`src/rtl/aes_pkg.sv`:
```
// aes_pkg: shared FSM states, column count and byte-position helper for the AES sub/shift path
package aes_pkg;
    typedef enum logic [1:0] {IDLE = 2'd0, SUB = 2'd1, HOLD = 2'd2} state_t;
    localparam int NUM_COLS = 4;
    // lsb of byte s[r][c] (byte 4c+r) inside a 128-bit state, byte 0 in the top bits
    function automatic int byte_off(input int r, input int c);
        return 120 - 8 * (4 * c + r);
    endfunction
endpackage

```
`src/rtl/aes_shiftrows_128.sv`:
```
// aes_shiftrows_128: combinational ShiftRows (enc_dec=1) or InvShiftRows (enc_dec=0)
module aes_shiftrows_128
    import aes_pkg::*;
(
    input  logic [127:0] state,
    input  logic         enc_dec,
    output logic [127:0] shifted
);
    for (genvar r = 0; r < 4; r++) begin : g_row
        for (genvar c = 0; c < NUM_COLS; c++) begin : g_col
            assign shifted[byte_off(r, c) +: 8] = enc_dec ? state[byte_off(r, (c + r) % NUM_COLS) +: 8]
                                                          : state[byte_off(r, (c + NUM_COLS - r) % NUM_COLS) +: 8];
        end
    end
endmodule

```
`src/rtl/aes_sub_shift_sequencer.sv`:
```
// aes_sub_shift_sequencer: streams a state column by column through an external S-box, then row-shifts it
module aes_sub_shift_sequencer
    import aes_pkg::*;
(
    input  logic         clk,
    input  logic         rst_n,
    input  logic         in_valid,
    output logic         in_ready,
    input  logic [127:0] in_state,
    input  logic         in_enc_dec,
    output logic [31:0]  sb_data_out,
    output logic         sb_enc_dec,
    input  logic [31:0]  sb_data_in,
    output logic         out_valid,
    input  logic         out_ready,
    output logic [127:0] out_state,
    output logic         busy
);
    state_t       state;
    logic [1:0]   col;
    logic [127:0] in_q;
    logic [127:0] res;
    logic [127:0] res_next;
    logic [127:0] shifted;
    logic [127:0] out_q;
    logic         mode_q;

    assign in_ready    = state == IDLE;
    assign busy        = state != IDLE;
    assign out_valid   = state == HOLD;
    assign out_state   = out_q;
    assign sb_enc_dec  = mode_q;
    assign sb_data_out = (state == SUB) ? in_q[{~col, 5'd0} +: 32] : 32'd0;

    // result with the current column's substitution merged in, so the last column reaches the shifter directly
    always_comb begin
        res_next = res;
        res_next[{~col, 5'd0} +: 32] = sb_data_in;
    end

    aes_shiftrows_128 u_shift (
        .state   (res_next),
        .enc_dec (mode_q),
        .shifted (shifted)
    );

    // accept, substitute one column per cycle, then hold the shifted result until taken
    always_ff @(posedge clk or negedge rst_n) begin
        if (!rst_n) begin
            state  <= IDLE;
            col    <= 2'd0;
            in_q   <= '0;
            res    <= '0;
            out_q  <= '0;
            mode_q <= 1'b1;
        end else begin
            case (state)
                IDLE: if (in_valid) begin
                    in_q   <= in_state;
                    mode_q <= in_enc_dec;
                    col    <= 2'd0;
                    state  <= SUB;
                end
                SUB: begin
                    res <= res_next;
                    col <= col + 2'd1;
                    if (col == 2'(NUM_COLS - 1)) begin
                        out_q <= shifted;
                        state <= HOLD;
                    end
                end
                HOLD: if (out_ready) state <= IDLE;
                default: state <= IDLE;
            endcase
        end
    end
endmodule
```
`config.mk`:
```
export PLATFORM = sky130hd
export DESIGN_NAME = aes_sub_shift_sequencer
export DESIGN_NICKNAME = d
export VERILOG_FILES = /design/src/rtl/aes_pkg.sv /design/src/rtl/aes_shiftrows_128.sv /design/src/rtl/aes_sub_shift_sequencer.sv
export SDC_FILE = /design/constraint.sdc
export NUM_CORES = 1
export LEC_CHECK = 0
export CORE_MARGIN = 4
export CORE_UTILIZATION = 58
export DETAILED_ROUTE_END_ITERATION = 6
export PLACE_DENSITY = 0.84
export SYNTH_ARGS = -nofsm -noshare
export SYNTH_HDL_FRONTEND = slang
export SYNTH_HIERARCHICAL = 1
export SYNTH_SLANG_ARGS = --single-unit
```
`constraint.sdc`:
```
create_clock -name clk -period 8.5 [get_ports clk]
set_input_delay 0.85 -clock clk [delete_from_list [all_inputs] [get_ports clk]]
set_output_delay 0.85 -clock clk [all_outputs]
set_load 0.01 [all_outputs]
```
After elaboration in Yosys (flattened, before gate mapping)
Index checks and enable logic that the tools add are counted.
{"block": "totals", "regBits": 389, "inputBits": 165, "out_inout_bits": 164, "word_cells": 41}
{"block": "classes", "n_addsub": 2, "eq_ne": 6, "shift": 3, "n_mux": 16, "bitwise_logic": 1, "n_reduce_logical": 7}
{"op": "$bwmux 128", "count": 1}
{"op": "$shift 32x9->128 const A", "count": 1}
{"op": "$shiftx 128x8->32", "count": 1}
{"op": "$shiftx 32x9->128", "count": 1}
{"op": "$mux 8", "count": 8}
{"op": "$mux 32", "count": 1}
{"op": "$neg 7->9", "count": 1}
{"op": "$mux 2", "count": 4}
{"op": "$pmux 2 s3", "count": 1}
{"op": "$reduce_and 2->1", "count": 3}
{"op": "$eq 2x2->1 const B", "count": 2}
{"op": "$ne 2x1->1 const B", "count": 2}
{"op": "$pmux 2 s2", "count": 1}
{"op": "$reduce_bool 2->1", "count": 2}
{"op": "$reduce_and 3->1", "count": 1}
{"op": "$add 2x1->2 const B", "count": 1}
{"op": "$eq 2x1->1 const B", "count": 1}
{"op": "$logic_not 2->1", "count": 1}
{"op": "$ne 2x2->1 const B", "count": 1}
{"op": "$not 2->2", "count": 1}

Depth between registers and ports, before layout
Gate-level depths: netlist of the first run.
{"block": "depth", "depth_word": 5, "depth_mapped": 11, "depth_no_buf": 6}

Cells and area by module
The synthesis of the first run kept the hierarchy.
{"module": "aes_sub_shift_sequencer", "instances": 1, "cells_each": 1283, "area_per_inst_um2": 17108.9, "seq_area_each_um2": 9735.6}
{"module": "aes_shiftrows_128", "instances": 1, "cells_each": 135, "area_per_inst_um2": 1557.7, "seq_area_each_um2": 0.0}

Worst setup path before layout of the first run
OpenSTA, ideal clock, no wires.
{"block": "synth_timing", "kind": "flip-flop to flip-flop", "start": "reg col[1]", "end": "reg out_q[34], in the netlist out_state[34]", "setup_ns": 0.125, "arrival_time_ns": 2.541, "slack_ns": 5.835, "path_stages_with_launch": 11, "period_less_slack_ns": 2.665, "path_cell_list": "dfrtp_1 -> buf_2 -> buf_2 -> inv_1 -> ha_1 -> and4b_1 -> buf_2 -> buf_2 -> a22o_1 -> mux2_4 -> mux2_2"}
{"block": "synth_between", "elab_chain_cells": 5}
{"item": "from (decl)", "line": "aes_sub_shift_sequencer.sv:20", "rtl": "logic [1:0] col;"}
{"item": "from (signal assigned)", "line": "aes_sub_shift_sequencer.sv:66", "rtl": "col <= col + 2'd1;"}
{"item": "$not 2->2 (*)", "line": "aes_sub_shift_sequencer.sv:38", "rtl": "res_next[{~col, 5'd0} +: 32] = sb_data_in;"}
{"item": "$neg 7->9 (*)", "line": "aes_sub_shift_sequencer.sv:38"}
{"item": "$shiftx 32x9->128 or $shift 32x9->128 (tied branches)", "line": "aes_sub_shift_sequencer.sv:38"}
{"item": "$bwmux 128 (*)", "line": "aes_sub_shift_sequencer.sv:38"}
{"item": "net res_next[2]", "line": "aes_sub_shift_sequencer.sv:23", "rtl": "logic [127:0] res_next;"}
{"item": "$mux 8 (*)", "line": "aes_shiftrows_128.sv:11", "rtl": "assign shifted[byte_off(r, c) +: 8] = enc_dec ? state[byte_off(r, (c + r) % NUM_COLS) +: 8]"}
{"item": "net shifted[34]", "line": "aes_sub_shift_sequencer.sv:24", "rtl": "logic [127:0] shifted;"}
{"item": "to (signal assigned)", "line": "aes_sub_shift_sequencer.sv:68", "rtl": "out_q <= shifted;"}
{"item": "to (decl)", "line": "aes_sub_shift_sequencer.sv:25", "rtl": "logic [127:0] out_q;"}
Mark *: on every way through the listed nets, which the timed path passes. The rest lies on a longest branch.
A chain may end at the register's enable or synchronous reset.

Worst setup path in the final report of the first run
{"block": "layout_timing", "start": "reg col[1]", "end": "reg out_q[96], in the netlist out_state[96]"}
{"block": "layout_between", "elab_chain_cells": 5}
{"item": "$not 2->2", "line": "aes_sub_shift_sequencer.sv:38"}
{"item": "$neg 7->9", "line": "aes_sub_shift_sequencer.sv:38"}
{"item": "$shiftx 32x9->128 or $shift 32x9->128 (tied branches)", "line": "aes_sub_shift_sequencer.sv:38"}
{"item": "$bwmux 128", "line": "aes_sub_shift_sequencer.sv:38"}
{"item": "$mux 8", "line": "aes_shiftrows_128.sv:11"}
Several ways; a longest one is shown, not always the timed one.

==> results.yml, run 1 <==
timing:
  maxSlewViolCount: 0
  relSlewSlack_pct: 19.6
  fmax_mhz: 255
  setup_viol: 0
  clock_skew_ns: 0.0214
  rsz0062_at_grt: "false"
  tightestPinTransition_ns: 1.21
  finalCritPeriodShare_pct: 46.1
  hold_slack_ns: 0.403
  hold_viol_final: 0
  fin_crit_ns: 3.92
  finalSetupTns_ns: 0
clocking:
  cts_tree: "built"
  clk_pin_slew_worst_paths_ns: 0.06
  cts-root-buf: "clkbuf_16"
  clock_latency_ns: 0.55
  clockBufferDepth: 3
  cts-resized-gates: 0
  post_cts_buffers: 0
  ctsHoldBuffers: 0
  htree_levels: 2
  cts.sinks: 389
  cts_buffers: 41
placed_design:
  port-buffer-count: 328
  place.detailed.hpwl_um: 30500
  post-place-cells: 1980
  place_congestion: 0.826
worst_setup_path:
  r2r-start: "col[1]$_DFFE_PN0P_"
  cp-start-kind: "flop"
  path_class: "reg -> reg"
  critPathMaxFanout: 150
  critPathLaunch: "col[1]$_DFFE_PN0P_"
  cp.arrival_ns: 4.33
  endpoint_kind: "flop"
  cp_data_required_time_ns: 8.91
synthesis:
  synthTopCellsByCount: "dfrtp_1, mux2_2, a32o_1, o22ai_1, inv_1"
  ys_seq_area_share_pct: 52.2
  yosysUniqueCellTypes: 32
  netlist_instances: 1418
  ys_ff_latch: 389
  synth_area_um2: 18700
  synth_area_leaders: "dfrtp_1, mux2_2, a32o_1"
  syn-mean-instance-area_um2: 13.2
  yosysWarnings: 6
  synth_top_area_share_pct: 52.0
  synth_nets: 1588
  synth_edf_count: 0
  synth_top_area_cell: "dfrtp_1"
  synthArstFlopShare_pct: 100
  ys.flop_type: "dfrtp_1"
  yosysMostFrequentCell: "dfrtp_1"
layout:
  drive_gt1_share_pct: 27.5
  layoutNonFillerInstCount: 2054
  multi_input_area_um2: 7410
  syn_to_final_growth_pct: 22.3
  nets: 1791
  ff_latch_area_um2: 9740
  nFillCells: 2125
  finalCoreUtilization_pct: 72.2
power_and_ir_drop:
  seq_power_share_pct: 35.8
  irDropWorstVdd_v: 0.000244
  powerDensity_nw_per_um2: 368
  power.internal_mw: 5.46
  swShare_pct: 35.1
  p_leak_nw: 9.91
  clockPowerShare_pct: 20.5
  comb_power_share_pct: 43.6
  netSwitchingPower_mw: 2.95
routing:
  num_vias: 12864
  dr.pass1.iters: 7
  wirelength_um: 48200
  routedWlPerCell_um: 23.4
  drc: 0
  vias_per_cell: 6.26
  drt_iter0_drc: 1098
  detail-route-antenna-nets: 0
grt:
  antenna_found_initial: 5
  grt_max_degree: 151
  track_usage_pct: 26.6
  grt.overflow.total: 0
  grt_pass1_wl_um: 75400
  first_global_vias: 13443
floorplan:
  start_util_pct: 59.0
  die_area_um2: 35100
  core.rowCount: 65
  core_um2: 31600
  die_y_um: 187
  fp.dieW_um: 187
  io_pins: 329
outcome:
  status: "completed"
min_path:
  min_path_type: "in -> async"
job:
  drv_cap: 0
==> worst max-delay path, stage by stage (launching register included) <==
cell and delay [ns]:
dfrtp_4 0.39, buf_4 0.83, ha_1 0.30, buf_4 0.40, nand3b_1 0.61, buf_12 0.48, mux2_2 0.45
==> power groups by stage <==
stage / Combinational [mW] / Clock, mW / Sequential (mW)
after floorplan: 2.50 / 0 / 2.92
after global placement: 3.57 / 0 / 3.00
after detailed placement: 3.64 / 0 / 3.04
after CTS: 3.67 / 1.76 / 3.02
after global routing: 3.91 / 1.84 / 3.10
final: 3.67 / 1.73 / 3.01
==> path summary, 6_finish.rpt <==
path                                              to  slack (ns)  depth (start not counted)
setup / recovery           out_state[96]$_DFFE_PN0P_        4.58                          6
hold / removal             out_state[93]$_DFFE_PN0P_        0.40                          1
setup reg to reg           out_state[96]$_DFFE_PN0P_        4.58                          6
hold reg to reg                  res[93]$_DFFE_PN0P_        0.49                          1
max in group asynchronous         col[1]$_DFFE_PN0P_        6.42                          2
min in group clk                 res[93]$_DFFE_PN0P_        0.49                          1
==> flip-flops by register name (all words and copies together) (netlist names) <==
signal      count
out_state     128
state           2
res           128
in_q          128
sb_enc_dec      1
col             2
==> per-layer routing <==
metal	vias to the layer above	GRT usage (%)	wire [µm]
li1	5609	-	-
met1	6523	33.7	18600
met2	620	44.0	23400
met3	108	8.32	4600
met4	4	8.75	1460
met5	-	0	35
==> cells in the final DEF (no fill, tap or decap), types with 2 or more instances in the layout <==
| cell | instances |
|---|---|
| or3b_2 | 33 |
| clkbuf_16 | 41 |
| nand3b_1 | 6 |
| mux2_4 | 60 |
| mux2_2 | 261 |
| ha_1 | 2 |
| nand2b_1 | 3 |
| clkinv_8 | 2 |
| inv_1 | 101 |
| a22o_1 | 32 |
| buf_4 | 24 |
| dfrtp_1 | 387 |
| mux2i_1 | 64 |
| clkbuf_1 | 10 |
| o22ai_1 | 128 |
| a32o_1 | 128 |
| nor3b_2 | 2 |
| clkinv_2 | 6 |
| clkdlybuf4s50_1 | 327 |
| diode_2 | 3 |
| clkbuf_8 | 10 |
| o21ai_0 | 2 |
| ha_2 | 3 |
==> cells by family after synthesis <==
group / share of synthesized area, %
adders and majority gates: 0.335
AOI/OAI and AO/OA: 12.8
muxes: 24.0
DFF: 52.2
buffers and inverters: 8.30
and+or+nand+nor: 2.37
==> metrics by stage <==
step | power, mW | cell area [µm²] | worst slack [ns]
3_5_place_dp | 6.69 | 21500 | 4.65
5_1_grt | 8.85 | 22800 | 4.46
4_1_cts | 8.45 | 22800 | 4.58
3_3_place_gp | 6.57 | 21500 | 4.72
2_1_floorplan | 5.42 | 18700 | 5.83
6_report | 8.41 | 22800 | 4.58
==> cell type report <==
cell class,count,area share (%)
inverter,101,1.66
clock buffer,61,5.26
timing repair buffer,353,15.3
multi-input combinational,735,32.5
sequential,389,42.7
tap,402,2.20
clock inverter,10,0.444
antenna,3,0.0329
Note: power is estimated with default switching activity, not from simulation.
==> inputs of run 2 (changes only) <==
--- a/config.mk
+++ b/config.mk
@@ -6,9 +6,9 @@
 export NUM_CORES = 1
 export LEC_CHECK = 0
 export CORE_MARGIN = 4
-export CORE_UTILIZATION = 58
+export CORE_UTILIZATION = 53
 export DETAILED_ROUTE_END_ITERATION = 6
-export PLACE_DENSITY = 0.84
+export PLACE_DENSITY = 0.77
 export SYNTH_ARGS = -nofsm -noshare
 export SYNTH_HDL_FRONTEND = slang
 export SYNTH_HIERARCHICAL = 1
==> constraint.sdc (replaced) <==
create_clock -name clk -period 3.9 [get_ports clk]
set_input_delay 0.39 -clock clk [delete_from_list [all_inputs] [get_ports clk]]
set_output_delay 0.39 -clock clk [all_outputs]
set_load 0.01 [all_outputs]
==> run 2 against run 1 <==
Against the previous run:
- total power increased by 120%
- critical path depth down 2
- non-clock buffer count rose by 8
- sequential share of layout area fell by 0.63 points
- clock power increased by 140%
- flip-flop and latch count unchanged
- sequential power increased by 120%
- routed wire length rose by 3.0%
- die area rose by 9.0%
- register-to-register slack got worse by 3.6 ns
- critical endpoint is now sb_data_out[21]
- largest cell class unchanged
==> results.yml, run 2 (synthesis results as in run 1) <==
power_and_ir_drop:
  power_mw: 18.8
  netSwitchingPower_mw: 6.58
  swShare_pct: 35.0
  power.internal_mw: 12.2
  p_leak_nw: 10.0
  comb_power_share_pct: 43.1
  powerDensity_nw_per_um2: 810
  seq_power_share_pct: 35.0
  clockPowerShare_pct: 21.9
  irDropWorstVdd_v: 0.000683
routing:
  wl_met3_um: 4550
  dr.pass1.iters: 5
  drc: 0
  detail-route-antenna-nets: 0
  top_layer: "met5"
  drt_iter0_drc: 731
  wl_met2_um: 23700
  num_vias: 12785
  routedWlPerCell_um: 23.4
  vias_per_cell: 6.04
  drt-met1-wl_um: 20200
  wirelength_um: 49600
grt:
  grt_max_degree: 128
  grt_pass1_wl_um: 77300
  first_global_vias: 13420
  antenna_found_initial: 3
  track_usage_pct: 25.3
  grt.overflow.total: 0
floorplan:
  io_pins: 329
  start_util_pct: 53.9
  core_um2: 34600
  die_y_um: 196
  fp.dieW_um: 196
  core.rowCount: 68
  die_area_um2: 38300
placed_design:
  place.detailed.hpwl_um: 31400
  preCtsSetupSlack_ns: 1.12
  port-buffer-count: 328
  place_congestion: 0.830
  placed_area_um2: 21700
  post-place-cells: 2040
worst_setup_path:
  path_class: "reg -> out"
  cp-start-kind: "flop"
  crit_family: "buffers and inverters"
  worstPathCellList: "buf_4, mux2i_1, o22ai_1, clkdlybuf4s50_1"
  critical_path.max_stage_delay_ns: 0.85
  endpoint_kind: "primary output"
  cp.arrival_ns: 3.00
  cp_data_required_time_ns: 3.51
  crit_buf_inv: 2
  cp_slowest_cell: "buf_4"
  critPathMaxFanout: 64
layout:
  final_cell_mix: "dfrtp_1, clkdlybuf4s50_1, mux2_2"
  nFillCells: 2488
  nets: 1799
  drive_gt1_share_pct: 28.4
  syn_to_final_growth_pct: 24.2
  layout_commonest_cell: "dfrtp_1"
  layoutNonFillerInstCount: 2118
  postLayoutCellArea_um2: 23200
timing:
  maxSlewViolCount: 0
  finalSetupTns_ns: 0
  relSlewSlack_pct: 23.5
  setup_viol: 0
  tightestPinTransition_ns: 1.15
  fmax_mhz: 295
  hold_viol_final: 0
  clock_skew_ns: 0.0245
  finalCritPeriodShare_pct: 86.8
  setup_ws_ns: 0.513
  rsz0062_at_grt: "false"
  fin_crit_ns: 3.39
clocking:
  cts_tree: "built"
  htree_levels: 2
  cts-root-buf: "clkbuf_16"
  clk_pin_slew_worst_paths_ns: 0.06
  post_cts_buffers: 0
  clockBufferDepth: 3
  clock_latency_ns: 0.56
  cts_buffers: 41
  cts.sinks: 389
min_path:
  min_path_type: "in -> reg"
job:
  drv_cap: 0
outcome:
  status: "completed"
==> run 2: changes by cell type in the layout (fill, tap and decap cells not counted), moves of 2 or more <==
| cell | delta |
|---|---|
| clkbuf_1 | -3 |
| clkbuf_8 | +3 |
| diode_2 | -2 |
| buf_12 | +6 |
| bufinv_16 | +3 |
| clkinvlp_4 | +3 |
==> run 2: area by class of cell <==
type / instances / area, µm² / area share (%)
Multi-Input combinational cell: 735 / 7420 / 32.0
Antenna cell: 1 / 2.50 / 0.0108
Clock buffer: 61 / 1230 / 5.31
Clock inverter: 15 / 209 / 0.901
Inverter: 101 / 379 / 1.64
Sequential cell: 389 / 9740 / 42.0
Timing Repair Buffer: 361 / 3630 / 15.6
Tap cell: 455 / 569 / 2.46
==> run 2: metal layers <==
layer / track usage, % / up-vias
li1: - / 5636
met1: 32.5 / 6512
met2: 41.6 / 552
met3: 7.97 / 83
met4: 7.37 / 2
met5: 0 / -
==> run 2: power by group through the flow <==
stage	Sequential (mW)	Clock, mW	Combinational, mW
after floorplan	6.35	0	5.45
after global placement	6.58	0	7.88
after detailed placement	6.62	0	8.06
after CTS	6.57	4.18	8.10
after global routing	6.74	4.37	8.62
final	6.56	4.11	8.10
==> run 2: final timing paths <==
| path | from | endpoint | slack, ns | cells after the start |
|---|---|---|---|---|
| max | col[1]$_DFFE_PN0P_ | sb_data_out[21] | 0.51 | 4 |
| max reg2reg | col[0]$_DFFE_PN0P_ | out_state[55]$_DFFE_PN0P_ | 0.96 | 6 |
| min reg2reg | res[97]$_DFFE_PN0P_ | res[97]$_DFFE_PN0P_ | 0.49 | 1 |
| max in group asynchronous | rst_n | in_q[118]$_DFFE_PN0P_ | 2.36 | 3 |
| min | out_ready | state[1]$_DFFE_PN0P_ | 0.41 | 2 |
| min in group asynchronous | rst_n | out_state[30]$_DFFE_PN0P_ | 0.48 | 2 |
==> run 2: metrics by stage <==
step	hold WS [ns]	utilization (%)
4_1_cts	0.386	66.9
3_5_place_dp	0.481	62.7
3_3_place_gp	0.473	62.7
5_1_grt	0.435	66.9
2_1_floorplan	0.0944	-
6_report	0.411	66.9
==> run 2: timing repair <==
item,4_1_cts,5_1_grt
endpoints found under the hold margin,95,0
resized for setup,0,0
endpoints found under the setup margin,0,0
hold buffers,1,0
==> run 2: worst register-to-register path, cell delays in order (launching register included) <==
cell and delay [ns]:
dfrtp_1 0.57, inv_1 0.15, ha_2 0.43, nand3_2 0.74, o22ai_1 0.58, mux2_2 0.26
mux2_2 0.15
==> inputs of run 3 (changes only) <==
--- a/config.mk
+++ b/config.mk
@@ -9,6 +9,7 @@
 export CORE_UTILIZATION = 53
 export DETAILED_ROUTE_END_ITERATION = 6
 export PLACE_DENSITY = 0.77
+export RECOVER_POWER = 100
 export SYNTH_ARGS = -nofsm -noshare
 export SYNTH_HDL_FRONTEND = slang
 export SYNTH_HIERARCHICAL = 1
==> run 3 against run 2 <==
Against the previous run:
- the run now ends with max-capacitance violations, max-slew violations left
- count of clock-buffer cells in the layout unchanged
- hold slack better by 0.0018 ns
- non-clock buffer count unchanged
- sequential share of layout area up 0.20 points
- flip-flop and latch count unchanged
- maximum frequency down 3.6%
- core utilization down 0.34 points
- routed wire length about the same
- critical endpoint is now sb_data_out[28]
- highest routed layer unchanged
==> results.yml, run 3 (synthesis results as in run 1) <==
power_and_ir_drop:
  powerDensity_nw_per_um2: 799
  p_leak_nw: 10.4
  irDropWorstVdd_v: 0.000651
timing:
  finalSetupTns_ns: 0
  fin_crit_ns: 3.51
  finalCritPeriodShare_pct: 90.1
  hold_viol_final: 0
  fmax_mhz: 285
  setup_viol: 0
  setup_ws_ns: 0.388
  relSlewSlack_pct: -81.8
  rsz0062_at_grt: "false"
  clock_skew_ns: 0.0240
  tightestPinTransition_ns: 2.73
  hold_slack_ns: 0.413
  maxSlewViolCount: 411
layout:
  final_cell_mix: "dfrtp_1, mux2_2, clkdlybuf4s50_1"
  nFillCells: 2509
  nets: 1799
  layout_commonest_cell: "dfrtp_1"
  drive_gt1_share_pct: 27.6
  syn_to_final_growth_pct: 23.5
  multi_input_area_um2: 7390
  ff_latch_area_um2: 9740
  postLayoutCellArea_um2: 23100
clocking:
  clockBufferDepth: 3
  cts_tree: "built"
  clock_latency_ns: 0.56
  htree_levels: 2
  cts_buffers: 41
  cts-resized-gates: 0
  ctsHoldBuffers: 1
  clk_pin_slew_worst_paths_ns: 0.06
  post_cts_buffers: 0
  cts.sinks: 389
  cts-root-buf: "clkbuf_16"
outcome:
  status: "complete, but fails checks"
  failed_checks: "max-capacitance violations, max-slew violations"
worst_setup_path:
  r2r-start: "col[0]$_DFFE_PN0P_"
  r2r-end: "res[48]$_DFFE_PN0P_"
  critPathMaxFanout: 64
  cp-start-kind: "flop"
  cp_data_required_time_ns: 3.51
  path_class: "reg -> out"
  endpoint_kind: "primary output"
  cp.arrival_ns: 3.12
  r2r_cells: 5
  critPathLaunch: "col[1]$_DFFE_PN0P_"
  rrSetupSlack_ns: 0.50
routing:
  detail-route-antenna-nets: 0
  vias_per_cell: 6.07
  drc: 0
  dr.pass1.iters: 5
  routedWlPerCell_um: 23.4
  num_vias: 12850
  wirelength_um: 49600
  drt_iter0_drc: 867
placed_design:
  place_congestion: 0.830
  placed_area_um2: 21700
  preCtsSetupSlack_ns: 1.12
  port-buffer-count: 328
  place.detailed.hpwl_um: 31400
floorplan:
  start_util_pct: 53.9
  die_area_um2: 38300
  die_y_um: 196
  fp.dieW_um: 196
  io_pins: 329
  core_um2: 34600
  core.rowCount: 68
min_path:
  whs_endpoint: "state[1]$_DFFE_PN0P_"
  min_path_type: "in -> reg"
  min_from: "out_ready"
  hold-path-cell-count: 2
grt:
  grt.overflow.total: 0
  first_global_vias: 13420
  antenna_found_initial: 3
  grt_pass1_wl_um: 77300
  track_usage_pct: 25.3
  grt_max_degree: 128
job:
  drv_cap: 7
[run 3: worst max-delay path by stage]
stage	cells after the start	slack, ns	endpoint
finish	4	0.39	sb_data_out[28]
global placement	4	1.15	sb_data_out[3]
CTS	4	0.50	sb_data_out[21]
floorplan	10	1.23	out_state[34]$_DFFE_PN0P_
detailed placement	4	1.12	sb_data_out[21]
global route	4	0.25	sb_data_out[21]
[run 3: metal layers]
layer	track usage [%]	up-vias	share of wire [%]
met4	7.37	2	2.3
met3	7.97	89	9.3
met2	41.6	560	48
li1	-	5633	-
met5	0	-	0.026
met1	32.5	6566	40
[run 3: cell type report]
| type | instances | area share (%) |
|---|---|---|
| Sequential cell | 389 | 42.2 |
| Multi-Input combinational cell | 735 | 32.0 |
| Timing Repair Buffer | 361 | 15.3 |
| Clock buffer | 61 | 5.34 |
| Tap cell | 455 | 2.47 |
| Inverter | 101 | 1.64 |
| Clock inverter | 15 | 0.906 |
| Antenna cell | 1 | 0.0109 |
[run 3: power breakdown]
group	internal (mW)	switching [mW]	total, mW
clock network	2.46	1.63	4.10
logic	3.93	3.87	7.79
registers	5.52	1.01	6.53
[run 3: worst max-delay path, stage by stage (launching register included)]
cell,delay (ns)
dfrtp_4,0.44
clkbuf_4,0.94
mux2i_1,0.35
o22ai_1,0.14
dlygate4sd3_1,0.64
[run 3: per-stage QoR]
step / cells / total power [mW] / util (%)
2_1_floorplan: 1418 / 11.8 / -
3_3_place_gp: 2040 / 14.5 / 62.7
3_5_place_dp: 2040 / 14.7 / 62.7
4_1_cts: 2117 / 18.8 / 66.9
5_1_grt: 2118 / 19.4 / 66.6
6_report: 2118 / 18.4 / 66.6
